[config.mk]
export PLATFORM = sky130hd
export DESIGN_NAME = fft_bfly_sequencer
export DESIGN_NICKNAME = d
export VERILOG_FILES = /design/src/rtl/fft_bfly_sequencer.sv
export SDC_FILE = /design/constraint.sdc
export NUM_CORES = 1
export LEC_CHECK = 0
export ABC_AREA = 1
export CAP_MARGIN = 20
export CELL_PAD_IN_SITES_DETAIL_PLACEMENT = 0
export CELL_PAD_IN_SITES_GLOBAL_PLACEMENT = 2
export CORE_MARGIN = 3
export CORE_UTILIZATION = 29
export DETAILED_ROUTE_END_ITERATION = 8
export PLACE_DENSITY = 0.9
export SLEW_MARGIN = 25
export SYNTH_ARGS = -nofsm -noshare
export SYNTH_HDL_FRONTEND = slang
export SYNTH_SLANG_ARGS = --single-unit
[constraint.sdc]
create_clock -name clk -period 6.2 [get_ports clk]
set_input_delay 0.62 -clock clk [delete_from_list [all_inputs] [get_ports clk]]
set_output_delay 0.62 -clock clk [all_outputs]
set_load 0.1 [all_outputs]
[src/rtl/fft_bfly_sequencer.sv]
`default_nettype none
// ============================================================================
//  Module      : fft_bfly_sequencer
//  Description : Issue-side controller for the radix-2 DIF FFT datapath.
//                Walks every butterfly of every stage, drives operand and
//                twiddle addresses, pulses one iteration strobe per completed
//                butterfly and waits for the end-of-stage strobe between
//                stages.
//  Revision    : 1.0 - initial release
// ============================================================================
module fft_bfly_sequencer #(
    parameter int LOG2N = 5
) (
    input  logic                     clk,
    input  logic                     reset,
    input  logic                     start,
    input  logic                     bfly_done,
    input  logic                     stage_strobe,
    output logic                     bfly_go,
    output logic [LOG2N-1:0]         top_addr,
    output logic [LOG2N-1:0]         bot_addr,
    output logic [LOG2N-2:0]         twiddle_addr,
    output logic                     iteration_strobe,
    output logic [$clog2(LOG2N)-1:0] stage_count_out,
    output logic                     busy,
    output logic                     done,
    output logic                     err
);

    // Stage index width; LOG2N must be at least 2.
    localparam int SW = $clog2(LOG2N);
    localparam int KW = LOG2N - 1;

    localparam logic [SW-1:0]    c_S_LAST = SW'(LOG2N - 1);
    localparam logic [KW-1:0]    c_K_LAST = {KW{1'b1}};
    localparam logic [SW-1:0]    c_S_ONE  = SW'(1);
    localparam logic [KW-1:0]    c_K_ONE  = KW'(1);
    localparam logic [LOG2N-1:0] c_A_ONE  = LOG2N'(1);

    typedef enum logic [2:0] {
        S_IDLE       = 3'd0,
        S_ISSUE      = 3'd1,
        S_WAIT       = 3'd2,
        S_STAGE_WAIT = 3'd3,
        S_DONE       = 3'd4
    } state_t;

    state_t           r_state;
    state_t           w_state_nxt;
    logic [SW-1:0]    r_s;
    logic [KW-1:0]    r_k;
    logic             r_err;
    logic             r_iter_strobe;

    logic [SW-1:0]    w_sh;
    logic [KW-1:0]    w_mask;
    logic [KW-1:0]    w_pos;
    logic [KW-1:0]    w_grp;
    logic [LOG2N-1:0] w_span;
    logic [LOG2N-1:0] w_top;
    logic [LOG2N-1:0] w_bot;
    logic [KW-1:0]    w_tw;
    logic             w_idle;

    // State register.
    always_ff @(posedge clk or posedge reset) begin
        if (reset) begin
            r_state <= S_IDLE;
        end else begin
            r_state <= w_state_nxt;
        end
    end

    // Next-state selection.
    always_comb begin
        w_state_nxt = r_state;
        case (r_state)
            S_IDLE: begin
                if (start) begin
                    w_state_nxt = S_ISSUE;
                end
            end
            S_ISSUE: begin
                w_state_nxt = S_WAIT;
            end
            S_WAIT: begin
                if (bfly_done) begin
                    w_state_nxt = (r_k == c_K_LAST) ? S_STAGE_WAIT : S_ISSUE;
                end
            end
            S_STAGE_WAIT: begin
                if (stage_strobe) begin
                    w_state_nxt = (r_s == c_S_LAST) ? S_DONE : S_ISSUE;
                end
            end
            S_DONE: begin
                w_state_nxt = S_IDLE;
            end
            default: begin
                w_state_nxt = S_IDLE;
            end
        endcase
    end

    // Stage/butterfly counters, sticky error and the completion strobe.
    always_ff @(posedge clk or posedge reset) begin
        if (reset) begin
            r_s           <= '0;
            r_k           <= '0;
            r_err         <= 1'b0;
            r_iter_strobe <= 1'b0;
        end else begin
            r_iter_strobe <= (r_state == S_WAIT) && bfly_done;
            case (r_state)
                S_IDLE: begin
                    if (start) begin
                        r_s <= '0;
                        r_k <= '0;
                    end
                end
                S_WAIT: begin
                    if (bfly_done) begin
                        r_k <= (r_k == c_K_LAST) ? '0 : r_k + c_K_ONE;
                    end
                end
                S_STAGE_WAIT: begin
                    if (stage_strobe && (r_s != c_S_LAST)) begin
                        r_s <= r_s + c_S_ONE;
                    end
                end
                S_DONE: begin
                    r_s <= '0;
                    r_k <= '0;
                end
                default: begin
                end
            endcase
            // An accepted start wins over a simultaneous stray stage strobe.
            if ((r_state == S_IDLE) && start) begin
                r_err <= 1'b0;
            end else if (stage_strobe && (r_state != S_STAGE_WAIT)) begin
                r_err <= 1'b1;
            end
        end
    end

    // DIF addressing: span halves each stage; k splits into group and
    // position inside the group at bit (LOG2N-1-s).
    assign w_sh   = c_S_LAST - r_s;
    assign w_mask = ~({KW{1'b1}} << w_sh);
    assign w_pos  = r_k & w_mask;
    assign w_grp  = r_k >> w_sh;
    assign w_span = c_A_ONE << w_sh;
    assign w_top  = (({1'b0, w_grp} << w_sh) << 1) | {1'b0, w_pos};
    assign w_bot  = w_top + w_span;
    assign w_tw   = w_pos << r_s;
    assign w_idle = (r_state == S_IDLE);

    // Addresses are forced to zero while idle so bot_addr does not show N/2.
    assign top_addr         = w_idle ? '0 : w_top;
    assign bot_addr         = w_idle ? '0 : w_bot;
    assign twiddle_addr     = w_idle ? '0 : w_tw;
    assign stage_count_out  = r_s;
    assign bfly_go          = (r_state == S_ISSUE);
    assign busy             = !w_idle;
    assign done             = (r_state == S_DONE);
    assign err              = r_err;
    assign iteration_strobe = r_iter_strobe;

endmodule
`default_nettype wire

==> After elaboration in Yosys (flattened, before gate mapping) <==
Cells that the tools add are included.
{ "word_totals": {"reg_bits": 12, "input_bits": 5, "out_inout_bits": 22, "wordCells": 59} }
{ "classes": {"n_addsub": 4, "eq_ne": 12, "n_shift": 5, "n_mux": 18, "bitwise": 3, "n_reduce_logical": 12} }
{ "ops": {"columns": ["cell", "n"], "rows": [
  ["$mux W3", 6],
  ["$mux W4", 4],
  ["$pmux W3 S4", 1],
  ["$pmux W4 S3", 1],
  ["$mux W5", 2],
  ["$pmux W3 S3", 1],
  ["$reduce_and A3 Y1", 3],
  ["$ne A2 B2 Y1 const B", 4],
  ["$shl A4 B3 Y4", 2],
  ["$eq A3 B2 Y1 const B", 2],
  ["$eq A3 B3 Y1 const B", 2],
  ["$reduce_bool A3 Y1", 2],
  ["$add A5 B5 Y5", 1],
  ["$or A5 B4 Y5", 1],
  ["$shl A1 B3 Y5 const A", 1],
  ["$add A4 B1 Y4 const B", 1],
  ["$and A4 B4 Y4", 1],
  ["$eq A4 B4 Y1 const B", 1],
  ["$logic_and A1 B1 Y1", 4],
  ["$not A4 Y4", 1],
  ["$shl A4 B3 Y4 const A", 1],
  ["$shr A4 B3 Y4", 1],
  ["$add A3 B1 Y3 const B", 1],
  ["$eq A3 B1 Y1 const B", 1],
  ["other kinds (8)", 9]
]} }

==> Longest topological paths before layout <==
Gate-level depths: netlist (run 1).
{ "depth": {"ltp_word": 7, "ltp_mapped": 18, "depth_no_buf": 16} }

==> Worst setup path after synthesis (run 1) <==
No wires, ideal clock.
{ "synth_timing": {"kind": "register -> output", "from": "reg r_s[0], in the netlist stage_count_out[0]", "to": "out bot_addr[4]", "arrival_ns": 4.501, "required_ns": 5.580, "slack_ns": 1.079, "path_stages_with_launch": 19, "n_path_buf": 2, "cell_sequence": "dfrtp_1 > inv_2 > clkbuf_1 > ha_1 > ha_1 > buf_6 > nor2_2 > nand3_1 > nand2_1 > nand3_1 > nand2_1 > ha_1 > nand2_1 > nand2_1 > a31oi_1 > inv_1 > nand2_1 > inv_1 > nor2_1"} }
{ "synth_between": {"elab_chain_cells": 7, "elab_cells_between_ends": 10, "cone_classes": "2 x add/sub; 4 x shift; 1 x mux; 3 x bitwise"} }
{ "synth_lines": {"columns": ["item", "line_no", "source"], "rows": [
  ["from (decl)", "50", "logic [SW-1:0] r_s;"],
  ["from (signal assigned)", "128", "r_s <= r_s + c_S_ONE;"],
  ["$sub A3 B3 Y3 (*)", "149", "assign w_sh = c_S_LAST - r_s;"],
  ["branches (longest 4 deep; another with $or A5 B4 Y5)", null, null],
  ["$add A5 B5 Y5 (*)", "155", "assign w_bot = w_top + w_span;"],
  ["$mux W5 (*)", "161", "assign bot_addr = w_idle ? '0 : w_bot;"],
  ["to (decl)", "21", "output logic [LOG2N-1:0] bot_addr,"]
]} }
Mark *: on every way between the ends.

==> Final worst setup path (run 1) <==
Ends and elaborated chain as after synthesis.

==> impl_metrics.py, run 1 <==
metrics = {
    "global_route": {
        "antenna_found_initial": 0,
        "grt-ovfl-total": 0,
        "track_usage_pct": 13.4,
        "grt_pass1_vias": 1137,
        "grt_max_degree": 19,
        "grt_first_pass_wirelength_um": 5380,
    },
    "clock_tree": {
        "cts.path.max_buffers": 2,
        "numCtsBuffers": 3,
        "clock_sinks": 12,
        "post_cts_resized": 0,
        "cts_max_level": 1,
        "post-cts-setup-buffers": 0,
        "cts-hold-fix-buffers": 0,
        "clkSlewWorstSetupHoldPaths_ns": 0.06,
        "clk_latency_ns": 0.24,
        "cts_tree": "done",
        "clockRootBuffer": "clkbuf_8",
    },
    "layout": {
        "diodes": 0,
        "nFillCells": 390,
        "drive_above_1_share_pct": 13.2,
        "areaGrowthSynthToFinish_pct": 29.7,
        "fin_nets": 215,
    },
    "synthesis": {
        "ys.flop_type": "dfrtp_1",
        "ys_seq_area_share_pct": 25.3,
        "synth_area_mm2": 0.00119,
        "async_flop_share_pct": 100,
        "synth-seq-cells": 12,
        "yosysUniqueCellTypes": 33,
        "synth_cells": 170,
        "synth_edf_count": 0,
        "yosys_warnings": 0,
        "avgSynthCellArea_um2": 6.98,
        "synth_nets": 187,
    },
    "worst_setup_path": {
        "critPathKind": "flip-flop to primary output",
        "crit_path_end_kind": "primary output",
        "cp.required_ns": 5.58,
        "critPathArrivalTime_ns": 4.34,
        "path_max_fanout": 18,
        "r2r-start": "stage_count_out[0]",
        "startpoint": "stage_count_out[0]",
        "start_kind": "flip-flop",
    },
    "die": {
        "io_pins": 27,
        "fp.coreArea_mm2": 0.00380,
        "dieHeight_um": 70.0,
        "die_area_mm2": 0.00489,
        "fp-row-count": 22,
        "start_util_pct": 31.2,
        "fp.dieW_um": 70.0,
    },
    "sta": {
        "tns_ns": 0,
        "maxClockFrequency_mhz": 201,
        "worst_slew_pin_slew_ns": 0.983,
        "rsz0062_at_grt": "no",
        "skew_ns": 0.00330,
        "fin_crit_ns": 4.96,
        "finalCritPeriodShare_pct": 80.1,
        "final-hold-violation-count": 0,
        "drv_slew": 0,
        "relSlewSlack_pct": 34.2,
        "setup_viol": 0,
    },
    "detailed_routing": {
        "drcViolationCount": 0,
        "dr.first_iter.drc_count": 50,
        "met3WireLength_um": 118,
        "num_vias": 1175,
        "ant_nets": 0,
        "via_per_inst": 4.80,
        "m1WireLength_um": 1570,
        "wirelength_um": 3200,
        "top_layer": "met4",
        "firstDrtPassIters": 4,
        "wl_met2_um": 1460,
        "routedWlPerCell_um": 13.1,
    },
    "job": {
        "drv_cap": 0,
    },
    "placed_design": {
        "routabilityCongestion": 0.824,
        "io_buffers": 26,
        "dp_hpwl_um": 2540,
    },
    "min_path": {
        "holdCritPathClass": "flip-flop to flip-flop",
        "hp-start": "err",
    },
    "status": {
        "status": "completed",
    },
}
==> critical path, cell delays in order, from the launching register on <==
cell             delay [ns]
dfrtp_1                0.57
inv_2                  0.22
ha_1                   0.25
ha_1                   0.47
nor2_2                 0.11
nand3_1                0.12
nand2_1                0.08
nand3_1                0.10
nand2_1                0.10
fa_1                   0.44
a31oi_1                0.24
inv_1                  0.06
nand2_1                0.06
inv_1                  0.03
nor2_1                 0.09
clkdlybuf4s50_1        1.13
==> layer usage <==
| metal | vias up | GRT usage, % |
|---|---|---|
| met5 | - | 0 |
| met4 | 0 | 3.40 |
| met3 | 4 | 3.31 |
| met2 | 26 | 21.8 |
| met1 | 543 | 17.6 |
| li1 | 602 | - |
==> cells in the final DEF, fill, tap and decap left out, types with 2 or more instances in the layout <==
master           instances
clkdlybuf4s50_1         26
nor2_1                  18
nand2_2                  3
inv_1                   23
xor2_1                   2
nor3_1                   4
nand2_1                 31
o21ai_1                  2
ha_1                    11
o21ai_0                  6
o22ai_1                  4
a21boi_0                 2
nand3_1                 12
inv_2                    6
a21oi_1                 11
a21oi_2                  2
nor2_2                   5
dfrtp_1                 12
clkbuf_8                 4
==> cells by family (layout without fill, tap and decap cells) <==
kind of cell / after synthesis / count (layout) / synth area share (%)
buf+inv: 33 / 60 / 11.5
xor+xnor: 3 / 3 / 2.22
fa+ha+maj: 12 / 12 / 13.3
simple gates: 78 / 78 / 31.1
mux: 1 / 1 / 0.844
flops: 12 / 12 / 25.3
other cells: 1 / 1 / 0.316
compound gates: 30 / 30 / 15.4
==> stage by stage <==
stage / cells / instance area (um^2) / util (%) / setup WS, ns / hold slack (ns)
after CTS: 245 / 1540 / 40.5 / 1.23 / 0.578
after floorplan: 170 / 1190 / - / 1.08 / 0.485
after global routing: 245 / 1540 / 40.5 / 0.942 / 0.591
final: 245 / 1540 / 40.5 / 1.24 / 0.551
after global placement: 241 / 1480 / 39.1 / 1.67 / 0.520
after detailed placement: 241 / 1480 / 39.1 / 1.50 / 0.560
==> state kept, by name (all words and copies together) (netlist names) <==
name              flops
err                   1
r_k                   4
r_state               3
iteration_strobe      1
stage_count_out       3
==> path summary, 6_finish.rpt <==
kind,endpoint,slack [ns],depth (start not counted)
max,bot_addr[4],1.24,15
min,err,0.55,2
max reg2reg,stage_count_out[2],4.26,8
min reg2reg,err,0.55,2
max in group asynchronous,r_k[3],5.17,2
min in group asynchronous,r_state[0],0.70,2
==> layout make-up <==
| type | count | area, um^2 | area share [%] |
|---|---|---|---|
| Sequential cell | 12 | 300 | 19.5 |
| Timing Repair Buffer | 26 | 260 | 16.9 |
| Multi-Input combinational cell | 125 | 749 | 48.7 |
| Clock buffer | 4 | 55.1 | 3.58 |
| Tap cell | 48 | 60.1 | 3.90 |
| Inverter | 30 | 114 | 7.40 |
==> Yosys cell counts (all sizes together) (4+ instances only) <==
cell / n / share of area [%]
nand3: 13 / 5.9
inv: 29 / 9.2
nand2: 35 / 12
nor2: 24 / 9.3
o22ai: 4 / 2.1
ha: 11 / 12
dfrtp: 12 / 25
nor3: 5 / 3.1
a21oi: 13 / 6.1
o21ai: 8 / 3.4
Power of run 1 is not shown: default switching activity piles up to over one toggle a cycle in this logic, so the estimate is an artifact.
==> inputs of run 2 (changes only) <==
CORE_UTILIZATION = 27   (was 29)
PLACE_DENSITY = 0.85   (was 0.9)
clock period = 4.63 ns   (was 6.2 ns; I/O delays follow)
==> impl_metrics.py, run 2 (synthesized netlist as in run 1, its figures left out) <==
metrics = {
    "sta": {
        "skew_ns": 0.000763,
        "relSlewSlack_pct": 34.7,
        "setup_viol": 0,
        "worst_slew_pin_slew_ns": 0.976,
        "finalCritPeriodShare_pct": 85.1,
        "tns_ns": 0,
        "drv_slew": 0,
        "rsz0062_at_grt": "no",
        "fin_crit_ns": 3.94,
        "final-hold-violation-count": 0,
        "maxClockFrequency_mhz": 254,
    },
    "die": {
        "dieHeight_um": 72.3,
        "fp-row-count": 23,
        "io_pins": 27,
        "fp.dieW_um": 72.3,
        "start_util_pct": 28.8,
        "fp.coreArea_mm2": 0.00412,
        "die_area_mm2": 0.00522,
    },
    "worst_setup_path": {
        "critPathArrivalTime_ns": 3.48,
        "r2r-start": "stage_count_out[0]",
        "rr_worst_depth": 8,
        "timing.rr.end": "stage_count_out[2]",
        "cp.required_ns": 4.17,
        "critPathKind": "flip-flop to primary output",
        "start_kind": "flip-flop",
        "regToRegSetupSlack_ns": 2.71,
        "crit_path_end_kind": "primary output",
        "path_max_fanout": 18,
    },
    "detailed_routing": {
        "dr.first_iter.drc_count": 58,
        "via_per_inst": 4.66,
        "wirelength_um": 3000,
        "routedWlPerCell_um": 12.1,
        "drcViolationCount": 0,
        "ant_nets": 0,
        "num_vias": 1155,
        "firstDrtPassIters": 4,
    },
    "layout": {
        "final_cell_mix": "nand2_1 (31), inv_1 (23), nor2_1 (15)",
        "final_common_cell": "nand2_1",
        "fin_nets": 216,
        "largest_reg_flops": 4,
        "top_register": "r_k",
        "areaGrowthSynthToFinish_pct": 29.4,
        "drive_above_1_share_pct": 22.2,
        "nFillCells": 453,
        "diodes": 0,
        "fin_cells": 248,
    },
    "clock_tree": {
        "clock_sinks": 12,
        "cts.path.max_buffers": 2,
        "post_cts_resized": 0,
        "numCtsBuffers": 3,
        "cts_max_level": 1,
        "clk_latency_ns": 0.24,
        "post-cts-setup-buffers": 0,
        "clkSlewWorstSetupHoldPaths_ns": 0.05,
        "clockRootBuffer": "clkbuf_8",
        "cts_tree": "done",
        "cts-hold-fix-buffers": 0,
    },
    "status": {
        "status": "completed",
    },
    "global_route": {
        "grt-ovfl-total": 0,
        "antenna_found_initial": 0,
        "grt_pass1_vias": 1164,
        "grt_max_degree": 19,
        "grt_first_pass_wirelength_um": 5350,
        "track_usage_pct": 12.7,
    },
    "placed_design": {
        "dp_hpwl_um": 2500,
        "routabilityCongestion": 0.867,
        "place_inst": 244,
        "io_buffers": 26,
    },
    "min_path": {
        "holdCritPathClass": "input pin to async pin",
    },
    "job": {
        "drv_cap": 0,
    },
}
## run 2: per-stage QoR
stage / hold WS (ns) / area, um^2 / setup WS [ns] / util [%]
2_1_floorplan: 0.328 / 1200 / 0.109 / -
3_3_place_gp: 0.519 / 1480 / 1.09 / 36.0
3_5_place_dp: 0.542 / 1480 / 0.960 / 36.0
4_1_cts: 0.545 / 1540 / 0.691 / 37.3
5_1_grt: 0.570 / 1540 / 0.331 / 37.3
6_report: 0.532 / 1540 / 0.690 / 37.3
## run 2: layout make-up
class	instances	area, um^2	area share, %
clock buffers	4	55.1	3.59
inverters	30	114	7.42
multi-input cells	125	766	49.9
flip-flops and latches	12	300	19.6
well taps	50	62.6	4.07
repair buffers	27	238	15.5
## run 2: worst max-delay path by stage
stage | startpoint | endpoint | cells past startpoint
after floorplan | stage_count_out[0] | bot_addr[4] | 16
after global placement | stage_count_out[0] | bot_addr[4] | 15
after detailed placement | stage_count_out[0] | bot_addr[4] | 15
after CTS | stage_count_out[0] | bot_addr[4] | 15
after global routing | stage_count_out[0] | bot_addr[4] | 15
final | stage_count_out[0] | bot_addr[4] | 15
## run 2: per-layer routing
layer	vias up	wire length (um)	track usage [%]
met5	-	0	0
met4	0	7	1.88
met3	2	94	3.32
met2	15	1430	20.1
met1	533	1470	17.5
li1	605	-	-
## run 2: worst max-delay path, stage by stage, from the launching register on
cell     delay [ns]
dfrtp_1        0.55
inv_2          0.21
ha_1           0.25
ha_1           0.48
nor2_2         0.11
nand3_1        0.12
nand2_1        0.09
nand3_1        0.10
nand2_1        0.10
fa_1           0.46
a31oi_1        0.24
inv_1          0.06
nand2_1        0.06
inv_1          0.04
nor2_2         0.09
buf_4          0.29
Power of run 2 is left out for the same reason.
